--- src/rtl/gavgunpool_if.sv ---
// Handshake bundle for the global average unpooling stage.
// The input sample side and the output beat side each use a valid/ready pair.
interface gavgunpool_if #(
  parameter int unsigned DATA_WIDTH = 12
);
  logic                  gavgunpool_ready_in;
  logic                  gavgunpool_valid_in;
  logic [DATA_WIDTH-1:0] gavgunpool_data_in;
  logic                  gavgunpool_ready_out;
  logic                  gavgunpool_valid_out;
  logic [DATA_WIDTH-1:0] gavgunpool_data_out;
  logic                  gavgunpool_last_out;

  modport slave (
    output gavgunpool_ready_in,
    input  gavgunpool_valid_in,
    input  gavgunpool_data_in,
    input  gavgunpool_ready_out,
    output gavgunpool_valid_out,
    output gavgunpool_data_out,
    output gavgunpool_last_out
  );

  modport master (
    input  gavgunpool_ready_in,
    output gavgunpool_valid_in,
    output gavgunpool_data_in,
    output gavgunpool_ready_out,
    input  gavgunpool_valid_out,
    input  gavgunpool_data_out,
    input  gavgunpool_last_out
  );
endinterface

--- src/rtl/gavgunpool.sv ---
// Global average unpooling: replays each accepted sample as POOL_SIZE beats,
// optionally scaled by 1/2^clog2(POOL_SIZE) once at load time.
module gavgunpool #(
  parameter int unsigned DATA_WIDTH = 12,
  parameter int unsigned POOL_SIZE  = 256,
  parameter bit          SCALE_EN   = 1'b1
) (
  input  logic        clk,
  input  logic        rst,
  gavgunpool_if.slave unpool_io
);
  localparam int unsigned SHIFT         = $clog2(POOL_SIZE);
  localparam int unsigned COUNTER_WIDTH = (SHIFT > 1) ? SHIFT : 1;

  localparam logic [0:0] ST_IDLE = 1'b0;
  localparam logic [0:0] ST_EMIT = 1'b1;

  logic [0:0]               state_q, state_d;
  logic [COUNTER_WIDTH-1:0] count_q, count_d;
  logic [DATA_WIDTH-1:0]    data_q,  data_d;
  logic                     valid_q, valid_d;
  logic                     last_q,  last_d;

  logic                  ready_in;
  logic                  in_xfer;
  logic                  out_xfer;
  logic                  next_is_last;
  logic [DATA_WIDTH-1:0] scaled;

  // Reload is allowed on the cycle the final beat leaves, giving gapless bursts.
  assign ready_in = (state_q == ST_IDLE) |
                    ((state_q == ST_EMIT) & last_q & unpool_io.gavgunpool_ready_out);
  assign in_xfer  = unpool_io.gavgunpool_valid_in & ready_in;
  assign out_xfer = valid_q & unpool_io.gavgunpool_ready_out;

  assign next_is_last = ((32'(count_q) + 32'd1) == 32'(POOL_SIZE - 1));

  assign scaled = SCALE_EN ? DATA_WIDTH'($signed(unpool_io.gavgunpool_data_in) >>> SHIFT)
                           : unpool_io.gavgunpool_data_in;

  always_ff @(posedge clk or posedge rst) begin
    if (rst) begin
      state_q <= ST_IDLE;
      count_q <= '0;
      data_q  <= '0;
      valid_q <= 1'b0;
      last_q  <= 1'b0;
    end else begin
      state_q <= state_d;
      count_q <= count_d;
      data_q  <= data_d;
      valid_q <= valid_d;
      last_q  <= last_d;
    end
  end

  always_comb begin
    state_d = state_q;
    count_d = count_q;
    data_d  = data_q;
    valid_d = valid_q;
    last_d  = last_q;

    case (state_q)
      ST_IDLE: begin
        valid_d = 1'b0;
        if (in_xfer) begin
          data_d  = scaled;
          count_d = '0;
          last_d  = (POOL_SIZE == 1);
          valid_d = 1'b1;
          state_d = ST_EMIT;
        end
      end
      ST_EMIT: begin
        if (out_xfer) begin
          if (!last_q) begin
            count_d = count_q + 1'b1;
            last_d  = next_is_last;
          end else if (in_xfer) begin
            data_d  = scaled;
            count_d = '0;
            last_d  = (POOL_SIZE == 1);
            valid_d = 1'b1;
          end else begin
            valid_d = 1'b0;
            last_d  = 1'b0;
            state_d = ST_IDLE;
          end
        end
      end
      default: begin
        state_d = ST_IDLE;
        valid_d = 1'b0;
        last_d  = 1'b0;
      end
    endcase
  end

  assign unpool_io.gavgunpool_ready_in  = ready_in;
  assign unpool_io.gavgunpool_valid_out = valid_q;
  assign unpool_io.gavgunpool_data_out  = data_q;
  assign unpool_io.gavgunpool_last_out  = last_q;
endmodule

--- src/flat_wrapper.sv ---
// flat-port wrapper written by rule: the top's interface ports become plain ports
module gavgunpool_flat 
#(
  parameter int unsigned DATA_WIDTH = 12,
  parameter int unsigned POOL_SIZE  = 256,
  parameter bit          SCALE_EN   = 1'b1
)
  (clk, rst, unpool_io_gavgunpool_ready_in, unpool_io_gavgunpool_valid_in, unpool_io_gavgunpool_data_in, unpool_io_gavgunpool_ready_out, unpool_io_gavgunpool_valid_out, unpool_io_gavgunpool_data_out, unpool_io_gavgunpool_last_out);
  gavgunpool_if #(.DATA_WIDTH(DATA_WIDTH)) unpool_io_i ();
  input  logic clk;
  input  logic rst;
  output wire logic [$bits(unpool_io_i.gavgunpool_ready_in)-1:0] unpool_io_gavgunpool_ready_in;
  input wire logic [$bits(unpool_io_i.gavgunpool_valid_in)-1:0] unpool_io_gavgunpool_valid_in;
  input wire logic [$bits(unpool_io_i.gavgunpool_data_in)-1:0] unpool_io_gavgunpool_data_in;
  input wire logic [$bits(unpool_io_i.gavgunpool_ready_out)-1:0] unpool_io_gavgunpool_ready_out;
  output wire logic [$bits(unpool_io_i.gavgunpool_valid_out)-1:0] unpool_io_gavgunpool_valid_out;
  output wire logic [$bits(unpool_io_i.gavgunpool_data_out)-1:0] unpool_io_gavgunpool_data_out;
  output wire logic [$bits(unpool_io_i.gavgunpool_last_out)-1:0] unpool_io_gavgunpool_last_out;
  assign unpool_io_gavgunpool_ready_in = unpool_io_i.gavgunpool_ready_in;
  assign unpool_io_i.gavgunpool_valid_in = unpool_io_gavgunpool_valid_in;
  assign unpool_io_i.gavgunpool_data_in = unpool_io_gavgunpool_data_in;
  assign unpool_io_i.gavgunpool_ready_out = unpool_io_gavgunpool_ready_out;
  assign unpool_io_gavgunpool_valid_out = unpool_io_i.gavgunpool_valid_out;
  assign unpool_io_gavgunpool_data_out = unpool_io_i.gavgunpool_data_out;
  assign unpool_io_gavgunpool_last_out = unpool_io_i.gavgunpool_last_out;
  gavgunpool #(.DATA_WIDTH(DATA_WIDTH), .POOL_SIZE(POOL_SIZE), .SCALE_EN(SCALE_EN)) u_core (.clk(clk), .rst(rst), .unpool_io(unpool_io_i));
endmodule
--- config.mk ---
export PLATFORM = sky130hd
export DESIGN_NAME = gavgunpool_flat
export DESIGN_NICKNAME = d
export VERILOG_FILES = /design/src/rtl/gavgunpool_if.sv /design/src/rtl/gavgunpool.sv /design/src/flat_wrapper.sv
export SDC_FILE = /design/constraint.sdc
export NUM_CORES = 1
export LEC_CHECK = 0
export ABC_AREA = 1
export CAP_MARGIN = 20
export CORE_AREA = 4 4 51 53
export CTS_CLUSTER_SIZE = 24
export DETAILED_ROUTE_END_ITERATION = 16
export DIE_AREA = 0 0 55 57
export PLACE_DENSITY = 0.75
export SLEW_MARGIN = 25
export SYNTH_ARGS = -nofsm -noshare
export SYNTH_HDL_FRONTEND = slang
export SYNTH_SLANG_ARGS = --single-unit
--- constraint.sdc ---
create_clock -name clk -period 1.3 [get_ports clk]
set_input_delay 0.13 -clock clk [delete_from_list [all_inputs] [get_ports clk]]
set_output_delay 0.13 -clock clk [all_outputs]
set_load 0.005 [all_outputs]
## After elaboration in Yosys (flattened, before gate mapping)

Index checks and enable logic that the tools add are counted.

- Flip-flop bits (word level): 23
- Bits of input ports: 16
- Output and inout port bits: 15
- Word-level logic and storage cells: 38

- $add $sub $neg: 2
- Equal/unequal tests: 4
- Muxes and demuxes: 19
- Bitwise operators: 6
- Reductions and logical operators: 2

Operator list:

| cell | number |
|---|---|
| $mux W12 | 3 |
| $eq A32 B8 Y1 const B | 1 |
| $mux W8 | 3 |
| $pmux W12 S2 | 1 |
| $pmux W8 S2 | 1 |
| $add A8 B1 Y9 const B | 1 |
| $add A8 B1 Y8 const B | 1 |
| $mux W1 | 8 |
| $pmux W1 S2 | 3 |
| $and A1 B1 Y1 | 4 |
| $ne A2 B2 Y1 const B | 2 |
| $reduce_and A2 Y1 | 2 |
| $ne A2 B1 Y1 const B | 1 |
| $not A1 Y1 | 1 |
| $or A1 B1 Y1 | 1 |

## Logic depth before layout (Yosys ltp)

Gate-level depths: netlist of run 1.

- Word-level depth: 8
- Gate-level depth with buffers: 10

## Worst setup path before layout of run 1

Ideal clock, no wire load.

- Kind: reg-to-reg
- From: register u_core.count_q[0]
- To: register u_core.last_q (netlist: u_core.unpool_io.gavgunpool_last_out)
- Arrival time: 1.099 ns
- Required time: 1.235 ns
- Path slack: 0.135 ns
- Stages on the path, launching flop included: 9
- Buffers on the path: 0
- Period minus slack after synthesis: 1.165 ns
- Cell sequence: dfrtp_1 > ha_1 > nand2_1 > nand2_1 > nor2_1 > nand3_1 > nor2_1 > nand2_1 > nand2_1

- Cells in the longest elaborated chain, start to end: 5

Ends and longest elaborated chain:

| item | RTL line | text |
|---|---|---|
| start: declaration | gavgunpool.sv:19 | `logic [COUNTER_WIDTH-1:0] count_q, count_d;` |
| start signal: assignment | gavgunpool.sv:50 | `count_q <= count_d;` |
| $add A8 B1 Y9 | gavgunpool.sv:36 | `assign next_is_last = ((32'(count_q) + 32'd1) == 32'(POOL_SIZE - 1));` |
| $eq A32 B8 Y1 | gavgunpool.sv:36 |  |
| $mux W1 | gavgunpool.sv:77 | `if (!last_q) begin` |
| $mux W1 | gavgunpool.sv:76 | `if (out_xfer) begin` |
| $pmux W1 S2 | gavgunpool.sv:64 | `case (state_q)` |
| end signal: assignment | gavgunpool.sv:53 | `last_q <= last_d;` |
| end: declaration | gavgunpool.sv:22 | `logic last_q, last_d;` |

Every way passes these cells. The select of a mux whose other input is x is not followed.
A chain may end at the register's enable or synchronous reset.

## Final worst setup path of run 1

Same ends and word-level chain as after synthesis.

==> implementation parameters, run 1 <==
Parameter                              Value

Critical path
  Crit end category    flip-flop
  Cell Chain, Critical Path    buf_12 -> ha_4 -> nand2_2 -> nand2_2 -> nor2_1 -> nand3_1 -> nor2_1 -> nand2_1 -> nand2_1
  Crit path required time    1.53 ns
  Launching element type of the critical path    flip-flop
  Kind of cell adding the most delay to the critical path    simple AND/OR/NAND/NOR gates
  Delay of the slowest critical-path stage    0.45 ns
  Critical Setup Path Class    reg2reg
  Endpoint arrival time on the critical path    1.59 ns
  Peak fanout along the critical path    3
  Critical Path Slowest Stage Cell    sky130_fd_sc_hd__dfrtp_2
  Worst path bufs/invs    1

Yosys
  Proportion of netlist area held by the largest area contributor    40.8%
  Fraction of the yosys area taken by sequential cells    40.8%
  Warning count from the yosys run    0
  Mapped Nets    144
  Main synth FF type    sky130_fd_sc_hd__dfrtp_1
  Cell types occupying the most area after synthesis    sky130_fd_sc_hd__dfrtp_1 (41%), sky130_fd_sc_hd__nand2_1 (19%), sky130_fd_sc_hd__buf_4 (6.5%)
  Cells after Synth    126
  Library cell with the highest instance count after synthesis    sky130_fd_sc_hd__nand2_1
  Number of synthesized flops with an enable pin    0
  Most used standard cells in the synthesized netlist    sky130_fd_sc_hd__nand2_1 (47), sky130_fd_sc_hd__inv_1 (16), sky130_fd_sc_hd__dfrtp_1 (15), sky130_fd_sc_hd__nor2_1 (9), sky130_fd_sc_hd__buf_4 (8)
  Post-synth top area cell    sky130_fd_sc_hd__dfrtp_1
  Count of distinct cell types in the synthesized netlist    20
  Avg Inst Size Synth    7.31 um2
  Post-synthesis cell area    921 um2
  Flop and latch count out of synthesis    15
  FFs w/ async S/R, synth    100%

Clock network
  Insertion delay of the later-clocked pin in the worst-skew pair    0.28 ns
  Buffers from clock root to sink, at most    2
  Root buffer cell    sky130_fd_sc_hd__clkbuf_4
  Clock sinks    15
  CTS Buf Count    3
  TritonCTS clock tree    yes
  Clock transition at the register clock pins on the worst setup and hold paths after CTS    0.10 ns
  Hold_buf cts    0
  H-tree levels    1

GRT
  Vias in the first global route    877
  Global-route wire length before repair    3.78 mm
  Overall Global Routing Usage    16.2%
  Antenna violations before repair    0
  GRT Residual Overflow    0
  Pin count of the biggest net entering global routing    16

Drt
  Total routed wirelength    2.65 mm
  Via/cell ratio    4.84
  Final antenna-violating net count    0
  1st-pass router iterations    6
  Remaining DRCs    0
  Starting DRC count in detailed routing    12
  Routed len/inst    13.9 um
  Count of vias placed by the detailed router    919

Floorplanning
  I/O pin total    31
  Die outline area    0.00314 mm2
  Number of placement rows    17
  Die Span X    55 um
  Die Span Y    57 um
  Starting density of the core    42.9%
  Placeable core region    0.00215 mm2

STA
  Setup repair after global routing missed its margin    true
  Setup clock skew after layout    0.00889 ns
  Hold Violations, Final    0
  Final worst path period share    105%
  Slew at the pin closest to its max-slew limit    0.359 ns
  Post-route setup slack    -0.0586 ns
  Max-slew violation count    0
  Worst slew margin relative to its limit    76.1%
  Final Setup Violations    1
  Max frequency    736 MHz
  Minimum period implied by the final worst setup slack    1.36 ns

Flow run
  Max-cap check violation count    0

Power and ir drop
  Clock network fraction of design power    13.4%
  Worst-case vdd ir drop    0.000791 V
  Pleak    0.000769 uW
  Combinational group share of total power    47.8%
  Sum of internal, switching and leakage power    2020 uW
  Fraction of power spent switching nets    41.3%
  Net switching component of the power    832 uW
  PwrDens    1430 mW/mm2
  Sequential cell fraction of total power    38.8%
  Internal power    1180 uW

Status
  Run status    complete, but fails checks
  Violated checks    setup timing

Placed design
  Total half-perimeter wirelength after legalization and detailed placement    1.57 mm
  Count of port buffers added during placement    22
  Number of placed instances with taps included    176
  RePlAce Congestion    0.832

Finish
  Final std cells w/o fill    190
  Layout cell share with drive strength beyond 1    34.6%
  Antenna fix cells    0
  Area growth from synthesis to final layout    52.7%
  Total number of nets in the final design    181

Min path
  Hold WC Path Type    in2async
==> worst register-to-register path, stage by stage, from the launching register on <==
cell,delay (ns)
sky130_fd_sc_hd__dfrtp_2,0.45
sky130_fd_sc_hd__buf_12,0.14
sky130_fd_sc_hd__ha_4,0.17
sky130_fd_sc_hd__nand2_2,0.07
sky130_fd_sc_hd__nand2_2,0.06
sky130_fd_sc_hd__nor2_1,0.08
sky130_fd_sc_hd__nand3_1,0.09
sky130_fd_sc_hd__nor2_1,0.12
sky130_fd_sc_hd__nand2_1,0.08
sky130_fd_sc_hd__nand2_1,0.06
==> cell usage in the layout (no fill, tap or decap), drive strengths merged <==
cell,Yosys,routed
dlygate4sd2,0,10
ha,2,2
clkdlybuf4s15,0,1
dlymetal6s2s,0,2
a21oi,4,4
nand4,1,1
xor2,1,1
o21ai,7,7
nor2,11,11
clkdlybuf4s50,0,9
clkbuf,0,4
nand2,50,50
dfrtp,15,15
buf,9,19
nand3,7,7
inv,19,19
==> sequential cells by signal, summed over array words and instances (netlist names) <==
| signal | count |
|---|---|
| u_core.count_q | 8 |
| u_core.state_q | 1 |
| u_core.unpool_io.gavgunpool_data_out | 4 |
| u_core.unpool_io.gavgunpool_last_out | 1 |
| u_core.unpool_io.gavgunpool_valid_out | 1 |
==> worst paths after layout <==
kind                                                                        to                                           startpoint  cells after the start  slack [ns]
max                           u_core.unpool_io.gavgunpool_last_out$_DFFE_PP0P_                        u_core.count_q[0]$_DFFE_PP0P_                      9       -0.06
min                           u_core.unpool_io.gavgunpool_last_out$_DFFE_PP0P_                                                  rst                      3        0.15
max reg2reg                   u_core.unpool_io.gavgunpool_last_out$_DFFE_PP0P_                        u_core.count_q[0]$_DFFE_PP0P_                      9       -0.06
min reg2reg                u_core.unpool_io.gavgunpool_data_out[1]$_DFFE_PP0P_  u_core.unpool_io.gavgunpool_data_out[1]$_DFFE_PP0P_                      2        0.48
max in group asynchronous                        u_core.count_q[1]$_DFFE_PP0P_                                                  rst                      3        0.94
min in group clk           u_core.unpool_io.gavgunpool_data_out[0]$_DFFE_PP0P_                      unpool_io_gavgunpool_data_in[8]                      3        0.38
==> per-layer routing <==
metal	wire [um]	vias up	track usage, %
li1	-	450	-
met1	990	433	19.2
met2	1450	26	29.4
met3	88	10	1.57
met4	112	0	5.21
met5	0	-	0
==> power by group through the flow <==
stage	clock, uW	combinational [uW]	sequential (uW)
5_1_grt	295	1070	796
3_5_place_dp	0	705	744
2_1_floorplan	0	472	719
6_report	271	963	782
3_3_place_gp	0	670	731
4_1_cts	276	728	762
==> what timing repair did <==
item	in CTS	in global routing
cloned	0	0
pin swaps	2	10
endpoints found under the setup margin	13	14
setup buffers	3	7
gates resized for setup	18	29
==> metrics by stage <==
stage                     util [%]  hold WS, ns  area, um2  TNS (ns)  setup slack [ns]
after floorplan                  -       0.0315        921         0             0.135
after global placement        54.6        0.450       1170     -1.11            -0.117
after detailed placement      54.6        0.455       1170     -1.46            -0.151
after CTS                     57.3        0.146       1230   -0.0825           -0.0263
after global routing          65.5        0.192       1410    -0.495            -0.177
final                         65.5        0.151       1410   -0.0586           -0.0586
==> cell type report <==
| cell class | count | area, um2 |
|---|---|---|
| clock buffers | 4 | 26.3 |
| fillers | 181 | 742 |
| inverters | 19 | 76.3 |
| multi-input cells | 83 | 502 |
| flip-flops and latches | 15 | 379 |
| well taps | 28 | 35.0 |
| repair buffers | 41 | 388 |
==> cell families (layout without fill, tap and decap cells) <==
| kind of cell | Yosys count | count (layout) | share of synthesized area, % |
|---|---|---|---|
| and+or+nand+nor | 69 | 69 | 31.8 |
| buffers and inverters | 28 | 64 | 15.8 |
| xor gates and xnor gates | 1 | 1 | 0.951 |
| adders and majority gates | 2 | 2 | 2.72 |
| DFF | 15 | 15 | 40.8 |
| AOI/OAI and AO/OA | 11 | 11 | 8.02 |
(Power assumes the default switching activity.)
==> run 2, diff against run 1 <==
Settings changed: CORE_AREA 4 4 51 53 to 4 4 53 55, DIE_AREA 0 0 55 57 to 0 0 57 59, PLACE_DENSITY 0.75 to 0.73.
Clock period 1.3 ns to 1.1 ns, I/O delays scaled along.
==> run 2 against run 1 <==
  * The run still ends with setup timing left
  * Critical path type unchanged
  * Worst hold slack got worse by 0.034 ns
  * Sequential cell count stayed put
  * Die area up 7.3%
  * Sequential share of layout area shrank 2.8 points
  * Largest cell class unchanged
  * Highest routed layer unchanged
==> implementation parameters, run 2 (same netlist as run 1, synthesis figures left out) <==
Parameter                              Value

Critical path
  Launching element type of the critical path    flip-flop (unchanged)
  Peak fanout along the critical path    5 (was 3)
  Crit path required time    1.28 ns (was 1.53 ns)
  Critical R2R Capture    u_core.unpool_io.gavgunpool_data_out[2]$_DFFE_PP0P_ (was u_core.unpool_io.gavgunpool_last_out$_DFFE_PP0P_)
  Most frequent CP cell    sky130_fd_sc_hd__nand2_1
  Critical Setup Path Class    reg2reg (unchanged)
  Worst R2R Setup Slack    -0.23 ns (was -0.06 ns)
  Endpoint arrival time on the critical path    1.51 ns (was 1.59 ns)
  FF-to-FF path depth    8 (was 9)
  Critical R2R Launch    u_core.state_q$_DFF_PP0_ (was u_core.count_q[0]$_DFFE_PP0P_)
  Cell Chain, Critical Path    inv_2 -> a21oi_2 -> buf_4 -> nor2_4 -> nand2_4 -> buf_6 -> nand2_1 -> nand2_1 (was buf_12 -> ha_4 -> nand2_2 -> nand2_2 -> nor2_1 -> nand3_1 -> nor2_1 -> nand2_1 -> nand2_1)
  Delay of the slowest critical-path stage    0.39 ns (was 0.45 ns)
  Critical Path Source    u_core.state_q$_DFF_PP0_ (was u_core.count_q[0]$_DFFE_PP0P_)
  Worst path bufs/invs    3 (was 1)
  Crit end category    flip-flop (unchanged)
  Kind of cell adding the most delay to the critical path    simple AND/OR/NAND/NOR gates (unchanged)
  Critical Path Slowest Stage Cell    sky130_fd_sc_hd__dfrtp_1 (was sky130_fd_sc_hd__dfrtp_2)

Clock network
  CTS Buf Count    3 (unchanged)
  Clock transition at the register clock pins on the worst setup and hold paths after CTS    0.09 ns (was 0.10 ns)
  Hold_buf cts    0 (unchanged)
  Insertion delay of the later-clocked pin in the worst-skew pair    0.28 ns (about the same)
  Root buffer cell    sky130_fd_sc_hd__clkbuf_4 (unchanged)
  Clock sinks    15 (unchanged)
  TritonCTS clock tree    yes (unchanged)
  Buffers from clock root to sink, at most    2 (unchanged)
  H-tree levels    1 (unchanged)

Finish
  Max reg flops    8 (unchanged)
  Register with the highest flop count    u_core.count_q (unchanged)
  Filler cell count in the final layout    192 (was 181)
  Commonest cells after routing, fill and taps aside    sky130_fd_sc_hd__nand2_1 (33), sky130_fd_sc_hd__buf_4 (20), sky130_fd_sc_hd__buf_6 (16) (was sky130_fd_sc_hd__nand2_1 (41), sky130_fd_sc_hd__buf_4 (15), sky130_fd_sc_hd__inv_1 (14))
  Layout cell share with drive strength beyond 1    50.6% (was 34.6%)
  Area growth from synthesis to final layout    69.0% (was 52.7%)
  Total number of nets in the final design    199 (was 181)
  Most common library cell in the layout ignoring fill and taps    sky130_fd_sc_hd__nand2_1 (unchanged)
  Final core utilization    65.2% (was 65.5%)
  Antenna fix cells    0 (unchanged)

STA
  Max-slew violation count    0 (unchanged)
  Final worst path period share    121% (was 105%)
  Slew at the pin closest to its max-slew limit    0.337 ns (was 0.359 ns)
  Setup repair after global routing missed its margin    true (unchanged)
  Max frequency    753 MHz (was 736 MHz)
  Final Setup Violations    17 (was 1)
  Worst slew margin relative to its limit    77.5% (was 76.1%)
  Minimum period implied by the final worst setup slack    1.33 ns (was 1.36 ns)
  Setup clock skew after layout    0.00526 ns (was 0.00889 ns)
  Hold Violations, Final    0 (unchanged)
  Post-route setup slack    -0.228 ns (was -0.0586 ns)
  Min Hold Slack    0.117 ns (was 0.151 ns)

Power and ir drop
  Clock network fraction of design power    12.7% (was 13.4%)
  Sum of internal, switching and leakage power    2510 uW (was 2020 uW)
  Net switching component of the power    1040 uW (was 832 uW)
  Worst-case vdd ir drop    0.000932 V (was 0.000791 V)
  Combinational group share of total power    51.8% (was 47.8%)
  Sequential cell fraction of total power    35.5% (was 38.8%)
  Internal power    1470 uW (was 1180 uW)
  Pleak    0.000859 uW (was 0.000769 uW)
  Fraction of power spent switching nets    41.3% (about the same)
  PwrDens    1610 mW/mm2 (was 1430 mW/mm2)

GRT
  Vias in the first global route    1007 (was 877)
  GRT Residual Overflow    0 (unchanged)
  Overall Global Routing Usage    17.0% (was 16.2%)
  Pin count of the biggest net entering global routing    16 (unchanged)
  Antenna violations before repair    0 (unchanged)
  Global-route wire length before repair    4.44 mm (was 3.78 mm)

Floorplanning
  Die outline area    0.00336 mm2 (was 0.00314 mm2)
  Starting density of the core    38.6% (was 42.9%)
  Die Span Y    59 um (was 57 um)
  I/O pin total    31 (unchanged)
  Number of placement rows    18 (was 17)
  Placeable core region    0.00239 mm2 (was 0.00215 mm2)
  Die Span X    57 um (was 55 um)

Status
  Run status    complete, but fails checks (unchanged)
  Violated checks    setup timing (unchanged)

Placed design
  Post-place setup slack    -0.308 ns (was -0.151 ns)
  Count of port buffers added during placement    22 (unchanged)
  Total half-perimeter wirelength after legalization and detailed placement    1.75 mm (was 1.57 mm)
  RePlAce Congestion    0.829 (was 0.832)

Drt
  Total routed wirelength    2.86 mm (was 2.65 mm)
  Starting DRC count in detailed routing    27 (was 12)
  Remaining DRCs    0 (unchanged)
  Final antenna-violating net count    0 (unchanged)
  1st-pass router iterations    4 (was 6)
  Routed len/inst    13.6 um (was 13.9 um)
  Via/cell ratio    4.80 (was 4.84)
  Count of vias placed by the detailed router    1009 (was 919)

Flow run
  Max-cap check violation count    0 (unchanged)

Min path
  Hold WC Path Type    in2async (unchanged)
==> run 2: layout make-up <==
type	count	area, um2	area share, %
tap	30	37.5	2.41
sequential	15	377	24.2
timing repair buffer	57	487	31.3
timing repair inverter	1	7.51	0.482
multi-input combinational	84	546	35.0
clock buffer	4	26.3	1.69
inverter	19	76.3	4.90
==> run 2: worst max-delay path by stage <==
stage,endpoint,cells after the start,slack [ns]
2_1_floorplan,u_core.unpool_io.gavgunpool_last_out$_DFFE_PP0P_,8,-0.05
3_3_place_gp,u_core.unpool_io.gavgunpool_data_out[0]$_DFFE_PP0P_,7,-0.25
3_5_place_dp,u_core.count_q[1]$_DFFE_PP0P_,9,-0.31
4_1_cts,unpool_io_gavgunpool_ready_in,3,-0.17
5_1_grt,u_core.unpool_io.gavgunpool_last_out$_DFFE_PP0P_,10,-0.33
6_report,u_core.unpool_io.gavgunpool_data_out[2]$_DFFE_PP0P_,8,-0.23
==> run 2: timing repair <==
| item | CTS | global route |
|---|---|---|
| cloned | 2 | 0 |
| endpoints found under the setup margin | 28 | 21 |
| pin swaps | 12 | 10 |
| buffers inserted | 16 | 6 |
| gates resized for setup | 76 | 29 |
==> run 2: through the flow <==
stage / cells / TNS [ns] / instance area (um2)
after floorplan: 126 / -0.105 / 923
after global placement: 184 / -3.49 / 1220
after detailed placement: 184 / -4.40 / 1220
after CTS: 205 / -2.06 / 1430
after global routing: 210 / -3.92 / 1560
final: 210 / -2.80 / 1560
==> run 2: power by group through the flow <==
stage	Clock, uW	Combinational (uW)	Sequential [uW]
2_1_floorplan	0	560	851
3_3_place_gp	0	905	855
3_5_place_dp	0	955	865
4_1_cts	326	1140	864
5_1_grt	363	1410	909
6_report	320	1300	892
==> run 2: worst register-to-register path: stages, from the launching register on <==
cell	delay, ns
sky130_fd_sc_hd__dfrtp_1	0.39
sky130_fd_sc_hd__inv_2	0.08
sky130_fd_sc_hd__a21oi_2	0.05
sky130_fd_sc_hd__buf_4	0.16
sky130_fd_sc_hd__nor2_4	0.19
sky130_fd_sc_hd__nand2_4	0.12
sky130_fd_sc_hd__buf_6	0.14
sky130_fd_sc_hd__nand2_1	0.05
sky130_fd_sc_hd__nand2_1	0.05
==> run 2: routing by layer <==
| layer | routed length (um) | track usage (%) |
|---|---|---|
| met5 | 0 | 0 |
| met4 | 97 | 7.62 |
| met3 | 120 | 1.74 |
| met2 | 1570 | 33.4 |
| met1 | 1060 | 18.2 |
==> run 3, diff against run 2 <==
Settings changed: RECOVER_POWER set to 100.
==> run 3 against run 2 <==
  * The flow still finishes with violations (setup timing)
  * Clock-buffer cell count did not move
  * Sequential share of layout area barely moved
  * Clock skew did not move
  * Critical path depth did not move
  * Utilization fell by 0.10 points
  * Wire length did not move
==> implementation parameters, run 3 (same netlist as run 1, synthesis figures left out) <==
Parameter                              Value

Status
  Run status    complete, but fails checks (unchanged)
  Violated checks    setup timing (unchanged)

Floorplanning
  Placeable core region    0.00239 mm2 (unchanged)
  Starting density of the core    38.6% (unchanged)
  Die outline area    0.00336 mm2 (unchanged)
  Die Span Y    59 um (unchanged)
  Die Span X    57 um (unchanged)
  I/O pin total    31 (unchanged)
  Number of placement rows    18 (unchanged)

Clock network
  TritonCTS clock tree    yes (unchanged)
  Insertion delay of the later-clocked pin in the worst-skew pair    0.28 ns (about the same)
  Root buffer cell    sky130_fd_sc_hd__clkbuf_4 (unchanged)
  CTS Buf Count    3 (unchanged)
  Buffers from clock root to sink, at most    2 (unchanged)
  Clock transition at the register clock pins on the worst setup and hold paths after CTS    0.09 ns (about the same)
  Clock sinks    15 (unchanged)
  H-tree levels    1 (unchanged)

Placed design
  RePlAce Congestion    0.829 (unchanged)
  Total half-perimeter wirelength after legalization and detailed placement    1.75 mm (unchanged)
  Count of port buffers added during placement    22 (unchanged)
  Dpl cell area    0.00122 mm2 (unchanged)
  Post-place setup slack    -0.308 ns (unchanged)

Min path
  Hold WC Path Type    in2async (unchanged)

Power and ir drop
  Combinational group share of total power    51.7% (was 51.8%)
  Pleak    0.000858 uW (was 0.000859 uW)
  Fraction of power spent switching nets    41.3% (about the same)
  Sequential cell fraction of total power    35.5% (about the same)
  Clock network fraction of design power    12.7% (about the same)
  Worst-case vdd ir drop    0.000932 V (about the same)
  Net switching component of the power    1040 uW (about the same)
  PwrDens    1620 mW/mm2 (was 1610 mW/mm2)
  Internal power    1470 uW (about the same)

Finish
  Register with the highest flop count    u_core.count_q (unchanged)
  Antenna fix cells    0 (unchanged)
  Layout cell share with drive strength beyond 1    50.6% (unchanged)
  Final core utilization    65.1% (was 65.2%)
  Max reg flops    8 (unchanged)
  Total number of nets in the final design    199 (unchanged)
  Most common library cell in the layout ignoring fill and taps    sky130_fd_sc_hd__nand2_1 (unchanged)
  Non-Filler Cell Area, Final    0.00155 mm2 (was 0.00156 mm2)
  Commonest cells after routing, fill and taps aside    sky130_fd_sc_hd__nand2_1 (33), sky130_fd_sc_hd__buf_4 (19), sky130_fd_sc_hd__buf_6 (16) (was sky130_fd_sc_hd__nand2_1 (33), sky130_fd_sc_hd__buf_4 (20), sky130_fd_sc_hd__buf_6 (16))
  Area growth from synthesis to final layout    68.7% (was 69.0%)

GRT
  Global-route wire length before repair    4.44 mm (unchanged)
  GRT Residual Overflow    0 (unchanged)
  Overall Global Routing Usage    17.0% (unchanged)
  Vias in the first global route    1007 (unchanged)
  Pin count of the biggest net entering global routing    16 (unchanged)
  Antenna violations before repair    0 (unchanged)

Critical path
  Endpoint arrival time on the critical path    1.51 ns (about the same)
  Peak fanout along the critical path    5 (unchanged)
  Critical Setup Path Class    reg2reg (unchanged)
  Crit path required time    1.28 ns (about the same)
  Launching element type of the critical path    flip-flop (unchanged)
  Crit end category    flip-flop (unchanged)

STA
  Worst slew margin relative to its limit    73.7% (was 77.5%)
  Max-slew violation count    0 (unchanged)
  Setup repair after global routing missed its margin    true (unchanged)
  Final worst path period share    121% (unchanged)
  Post-route setup slack    -0.228 ns (unchanged)
  Hold Violations, Final    0 (unchanged)
  Final Setup Violations    17 (unchanged)
  Max frequency    753 MHz (unchanged)
  Minimum period implied by the final worst setup slack    1.33 ns (unchanged)
  Slew at the pin closest to its max-slew limit    0.394 ns (was 0.337 ns)
  Setup clock skew after layout    0.00526 ns (unchanged)

Drt
  Routed len/inst    13.6 um (unchanged)
  Count of vias placed by the detailed router    1009 (unchanged)
  Final antenna-violating net count    0 (unchanged)
  Starting DRC count in detailed routing    25 (was 27)
  Remaining DRCs    0 (unchanged)
  Total routed wirelength    2.86 mm (unchanged)
  1st-pass router iterations    4 (unchanged)
  Via/cell ratio    4.80 (unchanged)

Flow run
  Max-cap check violation count    0 (unchanged)
-- run 3: path summary, 6_finish.rpt --
check | start | depth (start not counted) | slack [ns] | endpoint
max | u_core.state_q$_DFF_PP0_ | 8 | -0.23 | u_core.unpool_io.gavgunpool_data_out[2]$_DFFE_PP0P_
min | rst | 3 | 0.32 | u_core.count_q[3]$_DFFE_PP0P_
max reg2reg | u_core.state_q$_DFF_PP0_ | 8 | -0.23 | u_core.unpool_io.gavgunpool_data_out[2]$_DFFE_PP0P_
min reg2reg | u_core.unpool_io.gavgunpool_data_out[1]$_DFFE_PP0P_ | 2 | 0.48 | u_core.unpool_io.gavgunpool_data_out[1]$_DFFE_PP0P_
max in group asynchronous | rst | 3 | 0.48 | u_core.unpool_io.gavgunpool_data_out[10]$_DFFE_PP0P_
min in group clk | unpool_io_gavgunpool_data_in[9] | 3 | 0.35 | u_core.unpool_io.gavgunpool_data_out[1]$_DFFE_PP0P_
-- run 3: timing repair --
item / CTS / global route
pin swaps: 12 / 10
buffers inserted: 16 / 6
resized for setup: 76 / 29
gates cloned: 2 / 0
hold buffers: 0 / 0
setup endpoints to repair: 28 / 21
-- run 3: power by group through the flow --
stage               sequential [uW]  clock (uW)  combinational (uW)
CTS                             864         326                1140
global route                    909         363                1410
global placement                855           0                 905
detailed placement              865           0                 955
finish                          892         320                1300
floorplan                       851           0                 560
-- run 3: area by class of cell --
cell class | count | area, um2
Inverter | 19 | 76.3
Fill cell | 192 | 833
Sequential cell | 15 | 377
Tap cell | 30 | 37.5
Timing Repair Buffer | 57 | 484
Timing Repair inverter | 1 | 7.51
Multi-Input combinational cell | 84 | 546
Clock buffer | 4 | 26.3
-- run 3: per-stage QoR --
step	hold WS [ns]	total power, uW	TNS (ns)	instances
after floorplan	0.0115	1410	-0.105	126
after global placement	0.437	1760	-3.49	184
after CTS	0.117	2330	-2.06	205
final	0.320	2510	-2.80	210
after detailed placement	0.432	1820	-4.40	184
after global routing	0.351	2680	-3.92	210
-- run 3: critical path, cell delays in order (launching register included) --
cell                      delay (ns)
sky130_fd_sc_hd__dfrtp_1        0.39
sky130_fd_sc_hd__inv_2          0.08
sky130_fd_sc_hd__a21oi_2        0.05
sky130_fd_sc_hd__buf_4          0.16
sky130_fd_sc_hd__nor2_4         0.19
sky130_fd_sc_hd__nand2_4        0.12
sky130_fd_sc_hd__buf_6          0.14
sky130_fd_sc_hd__nand2_1        0.05
sky130_fd_sc_hd__nand2_1        0.05
-- run 3: per-layer routing --
layer | global-route usage [%] | part of all wire [%] | vias up
met2 | 33.4 | 55 | 42
met3 | 1.74 | 4.2 | 13
met1 | 18.2 | 37 | 467
li1 | - | - | 487
met4 | 7.62 | 3.4 | 0
met5 | 0 | 0 | -
